[src/rtl/rom_load_sequencer.sv]
// Avalon-MM loader that queues address/data bytes and writes them into the shared cartridge
// memory port whenever the NES core is not using it, holding the core in reset meanwhile.
module rom_load_sequencer #(
    parameter int unsigned FIFO_DEPTH = 8,
    parameter int unsigned ADDR_W     = 16
) (
    input  logic              CLK,
    input  logic              RESET,
    input  logic [1:0]        AVL_ADDR,
    input  logic              AVL_CS,
    input  logic              AVL_READ,
    input  logic              AVL_WRITE,
    input  logic [31:0]       AVL_WRITEDATA,
    output logic [31:0]       AVL_READDATA,
    output logic              AVL_WAITREQ,
    input  logic              NES_REQ,
    output logic [ADDR_W-1:0] ROM_ADDR,
    output logic [7:0]        TO_ROM,
    output logic              WRITE_ROM,
    output logic              NES_HOLD,
    output logic              LOAD_DONE
);

    localparam int unsigned PTR_W = $clog2(FIFO_DEPTH);
    localparam int unsigned ENT_W = ADDR_W + 8;

    typedef enum logic [1:0] {
        StIdle    = 2'd0,
        StLoading = 2'd1,
        StDrain   = 2'd2,
        StDone    = 2'd3
    } state_e;

    state_e            state;
    logic [ENT_W-1:0]  fifo_mem [FIFO_DEPTH];
    logic [PTR_W-1:0]  wr_ptr;
    logic [PTR_W-1:0]  rd_ptr;
    logic [PTR_W:0]    fill;
    logic [ADDR_W-1:0] next_addr;
    logic [16:0]       count;
    logic              err;

    logic              fifo_empty;
    logic              fifo_full;
    logic              busy;
    logic              wr_ctrl;
    logic              wr_base;
    logic              wr_data;
    logic              data_push;
    logic              data_err;
    logic              pop;
    logic [ENT_W-1:0]  head;
    logic [31:0]       rd_val;

    logic              unused_wdata;
    assign unused_wdata = ^AVL_WRITEDATA[31:16];

    always_comb begin
        fifo_empty = (fill == '0);
        fifo_full  = (fill == (PTR_W+1)'(FIFO_DEPTH));
        busy       = (state != StIdle);
        wr_ctrl    = AVL_CS && AVL_WRITE && (AVL_ADDR == 2'd0);
        wr_base    = AVL_CS && AVL_WRITE && (AVL_ADDR == 2'd1);
        wr_data    = AVL_CS && AVL_WRITE && (AVL_ADDR == 2'd2);
        data_push  = wr_data && (state == StLoading) && !fifo_full;
        data_err   = wr_data && (state != StLoading);
        // NES accesses always win the port; a queued byte simply waits.
        pop        = ((state == StLoading) || (state == StDrain)) && !fifo_empty && !NES_REQ;
        head       = fifo_mem[rd_ptr];
        // Only a DATA write that would be accepted can stall; misplaced ones just flag ERR.
        AVL_WAITREQ = RESET && wr_data && (state == StLoading) && fifo_full;
    end

    always_comb begin
        rd_val = '0;
        case (AVL_ADDR)
            2'd0:    rd_val = {24'd0, 2'b00, state, err, fifo_full, fifo_empty, busy};
            2'd1:    rd_val = 32'(next_addr);
            2'd3:    rd_val = 32'(count);
            default: rd_val = '0;
        endcase
    end

    always_ff @(posedge CLK) begin
        if (data_push) begin
            fifo_mem[wr_ptr] <= {next_addr, AVL_WRITEDATA[7:0]};
        end
    end

    always_ff @(posedge CLK) begin
        if (!RESET) begin
            state        <= StIdle;
            wr_ptr       <= '0;
            rd_ptr       <= '0;
            fill         <= '0;
            next_addr    <= '0;
            count        <= '0;
            err          <= 1'b0;
            AVL_READDATA <= '0;
            ROM_ADDR     <= '0;
            TO_ROM       <= '0;
            WRITE_ROM    <= 1'b0;
            NES_HOLD     <= 1'b0;
            LOAD_DONE    <= 1'b0;
        end else begin
            if (data_push) wr_ptr <= wr_ptr + PTR_W'(1);
            if (pop)       rd_ptr <= rd_ptr + PTR_W'(1);
            case ({data_push, pop})
                2'b10:   fill <= fill + (PTR_W+1)'(1);
                2'b01:   fill <= fill - (PTR_W+1)'(1);
                default: fill <= fill;
            endcase

            WRITE_ROM <= pop;
            ROM_ADDR  <= pop ? head[ENT_W-1:8] : '0;
            TO_ROM    <= pop ? head[7:0] : '0;
            if (pop && (count != 17'h10000)) count <= count + 17'd1;

            if (wr_base) begin
                next_addr <= AVL_WRITEDATA[ADDR_W-1:0];
            end else if (data_push) begin
                next_addr <= next_addr + ADDR_W'(1);
            end

            if (data_err) begin
                err <= 1'b1;
            end else if (wr_ctrl && AVL_WRITEDATA[1]) begin
                err <= 1'b0;
            end

            AVL_READDATA <= (AVL_CS && AVL_READ) ? rd_val : '0;

            case (state)
                StIdle: begin
                    if (wr_ctrl && AVL_WRITEDATA[0]) begin
                        state    <= StLoading;
                        NES_HOLD <= 1'b1;
                        count    <= '0;
                    end
                end
                StLoading: begin
                    if (wr_ctrl && !AVL_WRITEDATA[0]) state <= StDrain;
                end
                StDrain: begin
                    // WRITE_ROM high means the last popped byte is still on the port.
                    if (fifo_empty && !WRITE_ROM) begin
                        state     <= StDone;
                        NES_HOLD  <= 1'b0;
                        LOAD_DONE <= 1'b1;
                    end
                end
                StDone: begin
                    state     <= StIdle;
                    LOAD_DONE <= 1'b0;
                end
                default: state <= StIdle;
            endcase
        end
    end

endmodule

[config.mk]
export PLATFORM = sky130hd
export DESIGN_NAME = rom_load_sequencer
export DESIGN_NICKNAME = d
export VERILOG_FILES = /design/src/rtl/rom_load_sequencer.sv
export SDC_FILE = /design/constraint.sdc
export NUM_CORES = 1
export LEC_CHECK = 0
export CAP_MARGIN = 20
export CORE_MARGIN = 2
export CORE_UTILIZATION = 54
export CTS_BUF_LIST = sky130_fd_sc_hd__clkbuf_8
export CTS_CLUSTER_SIZE = 40
export DETAILED_ROUTE_END_ITERATION = 6
export PLACE_DENSITY = 0.87
export SLEW_MARGIN = 40
export SYNTH_ARGS = -nofsm -noshare
export SYNTH_HDL_FRONTEND = slang
export SYNTH_SLANG_ARGS = --single-unit
export TNS_END_PERCENT = 30
[constraint.sdc]
create_clock -name CLK -period 3.78 [get_ports CLK]
set_clock_uncertainty 0.1 [all_clocks]
set_input_delay 0.378 -clock CLK [delete_from_list [all_inputs] [get_ports CLK]]
set_output_delay 0.378 -clock CLK [all_outputs]
set_load 0.01 [all_outputs]
# --- Word-level counts from Yosys, hierarchy flattened ---
# Memories as Yosys holds them, arrays and structs flattened. A register that Yosys moved wholly into a read port is not among the register bits.
# Cells that the tools add are included.
classes:
  n_reduce_logical: 39
  n_addsub: 6
  mux: 20
  eq_ne: 14
ops:
  columns: ["cell", "count"]
  rows:
  - ["2-to-1 mux 17 bit", 3]
  - ["one-hot mux 17 bit (3 select lines)", 1]
  - ["2-to-1 mux 16 bit", 2]
  - ["logical AND 1 bit", 18]
  - ["adder 17 x 1 -> 17 bit (second input constant)", 1]
  - ["inequality test 17 bit (second input constant)", 1]
  - ["adder 16 x 1 -> 16 bit (second input constant)", 1]
  - ["nonzero test 2 bit", 6]
  - ["== test 2 bit (second input constant)", 5]
  - ["one-hot mux 2 bit (4 select lines)", 1]
  - ["one-hot mux 4 bit (2 select lines)", 1]
  - ["2-to-1 mux 1 bit", 7]
  - ["adder 3 x 1 -> 3 bit (second input constant)", 2]
  - ["== test 2 x 1 -> 1 bit (second input constant)", 3]
  - ["zero test 1 bit", 6]
  - ["2-to-1 mux 2 bit", 3]
  - ["inequality test 2 x 1 -> 1 bit (second input constant)", 3]
  - ["AND reduction 2 bit", 3]
  - ["AND reduction 3 bit", 2]
  - ["adder 4 x 1 -> 4 bit (second input constant)", 1]
  - ["== test 4 bit (second input constant)", 1]
  - ["zero test 2 bit", 2]
  - ["zero test 4 bit", 1]
  - ["one-hot mux 1 bit (2 select lines)", 2]
  - ["3 further kinds", 3]
totals:
  regBits: 81
  output_inout_bits: 60
  wordCells: 91
  input_bits: 40
  ramBits: 192
  mem_count: 1
mem_list:
  columns: ["name", "depth", "width", "read_ports", "rd_clocked_by_memory_dff", "wr", "line_no", "text"]
  rows:
  - ["fifo_mem", 8, 24, 1, 1, 1, "35", "logic [ENT_W-1:0] fifo_mem [FIFO_DEPTH];"]

# --- Depth between registers and ports, before layout ---
logic_depth:
  ltp_word: 8
  ltp_mapped: 12
  ltp_nobuf: 12

# --- Worst setup path before layout ---
# No wires, ideal clock.
synth_path:
  kind: "register to register"
  startpoint: "register state[1]"
  endpoint: "memory fifo_mem[0][0] in the netlist's numbering, enable pin"
  arrival_ps: 3560
  period_less_slack_ps: 4126
  required_ps: 3214
  setup_slack_ps: -346
  path_buffers: 0
  setup_time_ps: 466
  path_stages_with_launch: 7
  path_cell_list: "dfxtp_1 inv_1 ha_1 nand2_1 nor3_2 inv_2 nor4_1"
synth_between:
  elab_chain_len: 5
synth_rtl:
  columns: ["element", "line_no", "text"]
  rows:
  - ["from (decl)", "34", "state_e state;"]
  - ["from (signal assigned)", "92", "state <= StIdle;"]
  - ["from (signal assigned)", "136", "state <= StLoading;"]
  - ["from (signal assigned)", "142", "if (wr_ctrl && !AVL_WRITEDATA[0]) state <= StDrain;"]
  - ["== test 2 x 1 -> 1 bit", "65", "data_push = wr_data && (state == StLoading) && !fifo_full;"]
  - ["logical AND 1 bit (2 in series)", "65", null]
  - ["2-to-1 mux 1 bit", "85", "if (data_push) begin"]
  - ["2-to-1 mux 1 bit (not written as such)", "86", "fifo_mem[wr_ptr] <= {next_addr, AVL_WRITEDATA[7:0]};"]
  - ["to (decl)", "35", null]
# No other way between the ends.

# --- Worst setup path after layout ---
layout_path:
  startpoint: "register state[0]"
  endpoint: "register fill[2]"
layout_between:
  elab_chain_len: 6
  elab_cells_between_ends: 11
  cone_classes: "eq/ne: 4; mux: 1; reduce/logical: 6"
layout_rtl:
  columns: ["element", "line_no", "text"]
  rows:
  - ["== test 2 x 1 -> 1 bit / == test 2 bit (equally long branches)", "68", "pop = ((state == StLoading) || (state == StDrain)) && !fifo_empty && !NES_REQ;"]
  - ["logical OR 1 bit *", "68", null]
  - ["logical AND 1 bit * (2 in series)", "68", null]
  - ["via pop", "51", "logic pop;"]
  - ["== test 2 x 1 -> 1 bit / == test 2 bit (equally long branches)", "108", "case ({data_push, pop})"]
  - ["one-hot mux 4 bit (2 select lines) / nonzero test 2 bit (equally long branches)", null, null]
  - ["to (signal assigned)", "109", "2'b10: fill <= fill + (PTR_W+1)'(1);"]
  - ["to (signal assigned)", "110", "2'b01: fill <= fill - (PTR_W+1)'(1);"]
  - ["to (signal assigned)", "111", "default: fill <= fill;"]
  - ["to (decl)", "38", "logic [PTR_W:0] fill;"]
# Mark *: on every way through the listed nets, which the timed path passes. The rest lies on a longest branch.
# A chain may end at the register's enable or synchronous reset.

==> impl_metrics.ini <==
[timing]
relSlewSlack_pct = 56.6
setup_tns_ns = 0
worst_pin_slew_ns = 0.648
rsz0062_at_grt = no
fin_crit_sh_pct = 81.3
fmax_ghz = 0.325
min_period_ns = 3.07
final_max_slew_viol_count = 0
setup_violations = 0
setup_slack_ns = 0.706
hold_viol_final = 0

[layout]
multi_input_area_sq_um = 3430
diodes = 0
area_delta_synth_final_pct = 16.0
regArea_sq_um = 7570
final_nets = 899
num-fill-cells = 1428
drive_gt1_share_pct = 16.0

[floorplan]
ioPinCount = 100
fp.dieW_um = 148
num_rows = 52
design.core.area_sq_um = 20300
start_util_pct = 55.3
die_area_sq_um = 22000
die_height_um = 148

[synth]
ys_seq_elements = 282
synth_area_leader_cell = edfxtp_1
synth_cell_types = 52
synth_edf_count = 192
synthTopCellsByArea = edfxtp_1 (51%), dfxtp_1 (16%), mux4_2 (9.6%)
yosys.area.top_type_share_pct = 51.4
syn_inst = 751
netlist_area_sq_um = 11200
synth_flop_cell = edfxtp_1
yosysSeqAreaShare_pct = 67.4
yosys_warnings = 0
synthArstFlopShare_pct = 0
syn_avg_cell_area_sq_um = 14.9

[power]
ir_drop_mv = 0.253
power_mw = 5.83
p_per_area_nw_per_um2 = 447
p_leak_nw = 4.22

[clocking]
clk_path_buf_depth = 3
cts.clk_slew.worst_paths_ns = 0.06
worst_skew_pair.late_latency_ns = 0.54
cts.repair.resized = 0
cts.sinks = 282
cts_buffers = 44
post-cts-setup-buffers = 0
cts_root_buf = clkbuf_8
postCtsHoldBufs = 0
htreeDepth = 2
cts_tree = done

[run]
cap_violations = 0

[critical_path]
cpMaxStageDelayCell = dfxtp_1
crit_path_end_kind = flop
arrival_ns = 3.43
reg2reg_slack_ns = 0.71
setup.worst_path.class = reg2reg
crit_path_cell_trace = inv_1 > ha_1 > nor2b_1 > nand2_1 > inv_2 > ha_1 > xor2_1 > ha_1 > a21oi_1 > xor2_1 > or3_1 > a21oi_1
startpoint_type = flop
timing.rr.end = fill[2]
worstRegToRegCells = 12
required_ns = 4.14
rr_startpoint = state[0]
crit_path_frequent_cell = ha_1
path_max_fanout = 10
cp_slowest_stage_delay_ns = 0.43

[place]
io_buffers = 68
hpwlAfterDp_um = 13900
post-place-ws_ns = 0.704
place_congestion = 0.820

[routing]
routedWlPerCell_um = 19.8
drtAntennaViolNets = 0
drt_iter0_drc = 557
via_per_inst = 5.86
first_pass_iters = 5
wl_um = 22800
vias = 6746
drc_errors = 0

[global_route]
grt_pass1_wl_um = 35600
overflow = 0
grt_start_max_net_pins = 38
track_usage_pct = 21.0
antenna_found_initial = 0
grt_pass1_vias = 6730

[min_path]
worstHoldStart = count[16]
min_to = AVL_READDATA[16]
hp-class = reg2reg
whs_path_depth = 2

[run_status]
status = completed
==> cells by family after synthesis <==
kind of cell,share of synthesized area (%)
xor+xnor,0.780
fa+ha+maj,1.34
mux,13.2
simple gates,8.79
compound gates,5.52
other cells,0.0334
flops,67.4
buf+inv,2.93
==> Yosys cell counts, drive strengths merged (12+ instances only) <==
cell	n
buf	27
or3	14
inv	19
o21ai	34
mux2i	39
dfxtp	90
nor2	54
ha	12
edfxtp	192
a31oi	14
nand2	28
or4	17
mux4	48
a21oi	30
nand3	21
o31ai	15
clkbuf	24
==> how the worst max path moves through the flow <==
stage | from | cells past startpoint | slack (ns) | end
global route | state[0] | 12 | 0.49 | fill[2]
CTS | fill[1] | 10 | 0.74 | fill[2]
floorplan | state[1] | 6 | 0.27 | fifo_mem[4][0]
global placement | AVL_CS | 11 | 0.73 | fill[2]
detailed placement | AVL_CS | 11 | 0.70 | fill[2]
finish | state[0] | 12 | 0.71 | fill[2]
==> state kept, by name (all words and copies together), names as in the netlist <==
register and cells:
fifo_mem 192, fill 4, AVL_READDATA 17, state 2
next_addr 16, count 17, TO_ROM 8, rd_ptr 3
NES_HOLD 1, ROM_ADDR 16, err 1, LOAD_DONE 1
wr_ptr 3, WRITE_ROM 1
==> where the power goes <==
group / total (mW) / internal (mW) / switching [mW]
sequential: 3.35 / 3.31 / 0.0400
clock: 2.26 / 1.13 / 1.12
combinational: 0.222 / 0.0938 / 0.128
total: 5.83 / 4.53 / 1.29
==> layout make-up <==
| type | instances | area share (%) |
|---|---|---|
| clock inverter | 35 | 1.14 |
| timing repair buffer | 87 | 6.42 |
| sequential | 282 | 58.1 |
| clock buffer | 46 | 4.86 |
| multi-input combinational | 413 | 26.3 |
| inverter | 19 | 0.547 |
| tap | 270 | 2.59 |
==> metrics by stage <==
stage          cell area, sq um  hold WS (ns)  std cells  utilization [%]
2_1_floorplan             11300         0.337        765                -
3_3_place_gp              12200         0.377       1070             60.2
3_5_place_dp              12200         0.382       1071             60.3
4_1_cts                   13000         0.392       1152             64.2
5_1_grt                   13000         0.412       1152             64.2
6_report                  13000         0.394       1152             64.2
==> placed cells by master (no fill, tap or decap), drive strengths merged, types with 7 or more instances in the layout <==
master and instances:
mux2i 39, nand2 28, o31ai 15, nor2 54, nand3 21, inv 35
a31oi 14, mux4 48, o21ai 34, nand4 10, nor4 7, edfxtp 192
ha 12, dfxtp 90, clkdlybuf4s50 68, or3 14, conb 15, or4 17
nor3 9, a21oi 30, buf 19, clkinv 18, clkbuf 46
==> layer usage <==
| metal | routed length (um) | vias to the layer above | GRT usage, % |
|---|---|---|---|
| li1 | - | 3091 | - |
| met1 | 9250 | 3321 | 27.6 |
| met4 | 447 | 0 | 5.90 |
| met3 | 1740 | 45 | 4.29 |
| met5 | 0 | - | 0 |
| met2 | 11300 | 289 | 35.9 |
==> critical path: cells and delay by family (launching register included) <==
family / cells / cell delay, ns
AOI/OAI and AO/OA: 2 / 0.19
xor gates and xnor gates: 2 / 0.34
DFF: 1 / 0.43
adders and majority gates: 3 / 0.78
buffers and inverters: 2 / 0.31
and+or+nand+nor: 3 / 0.86
Power figures use the tool's default switching activity.
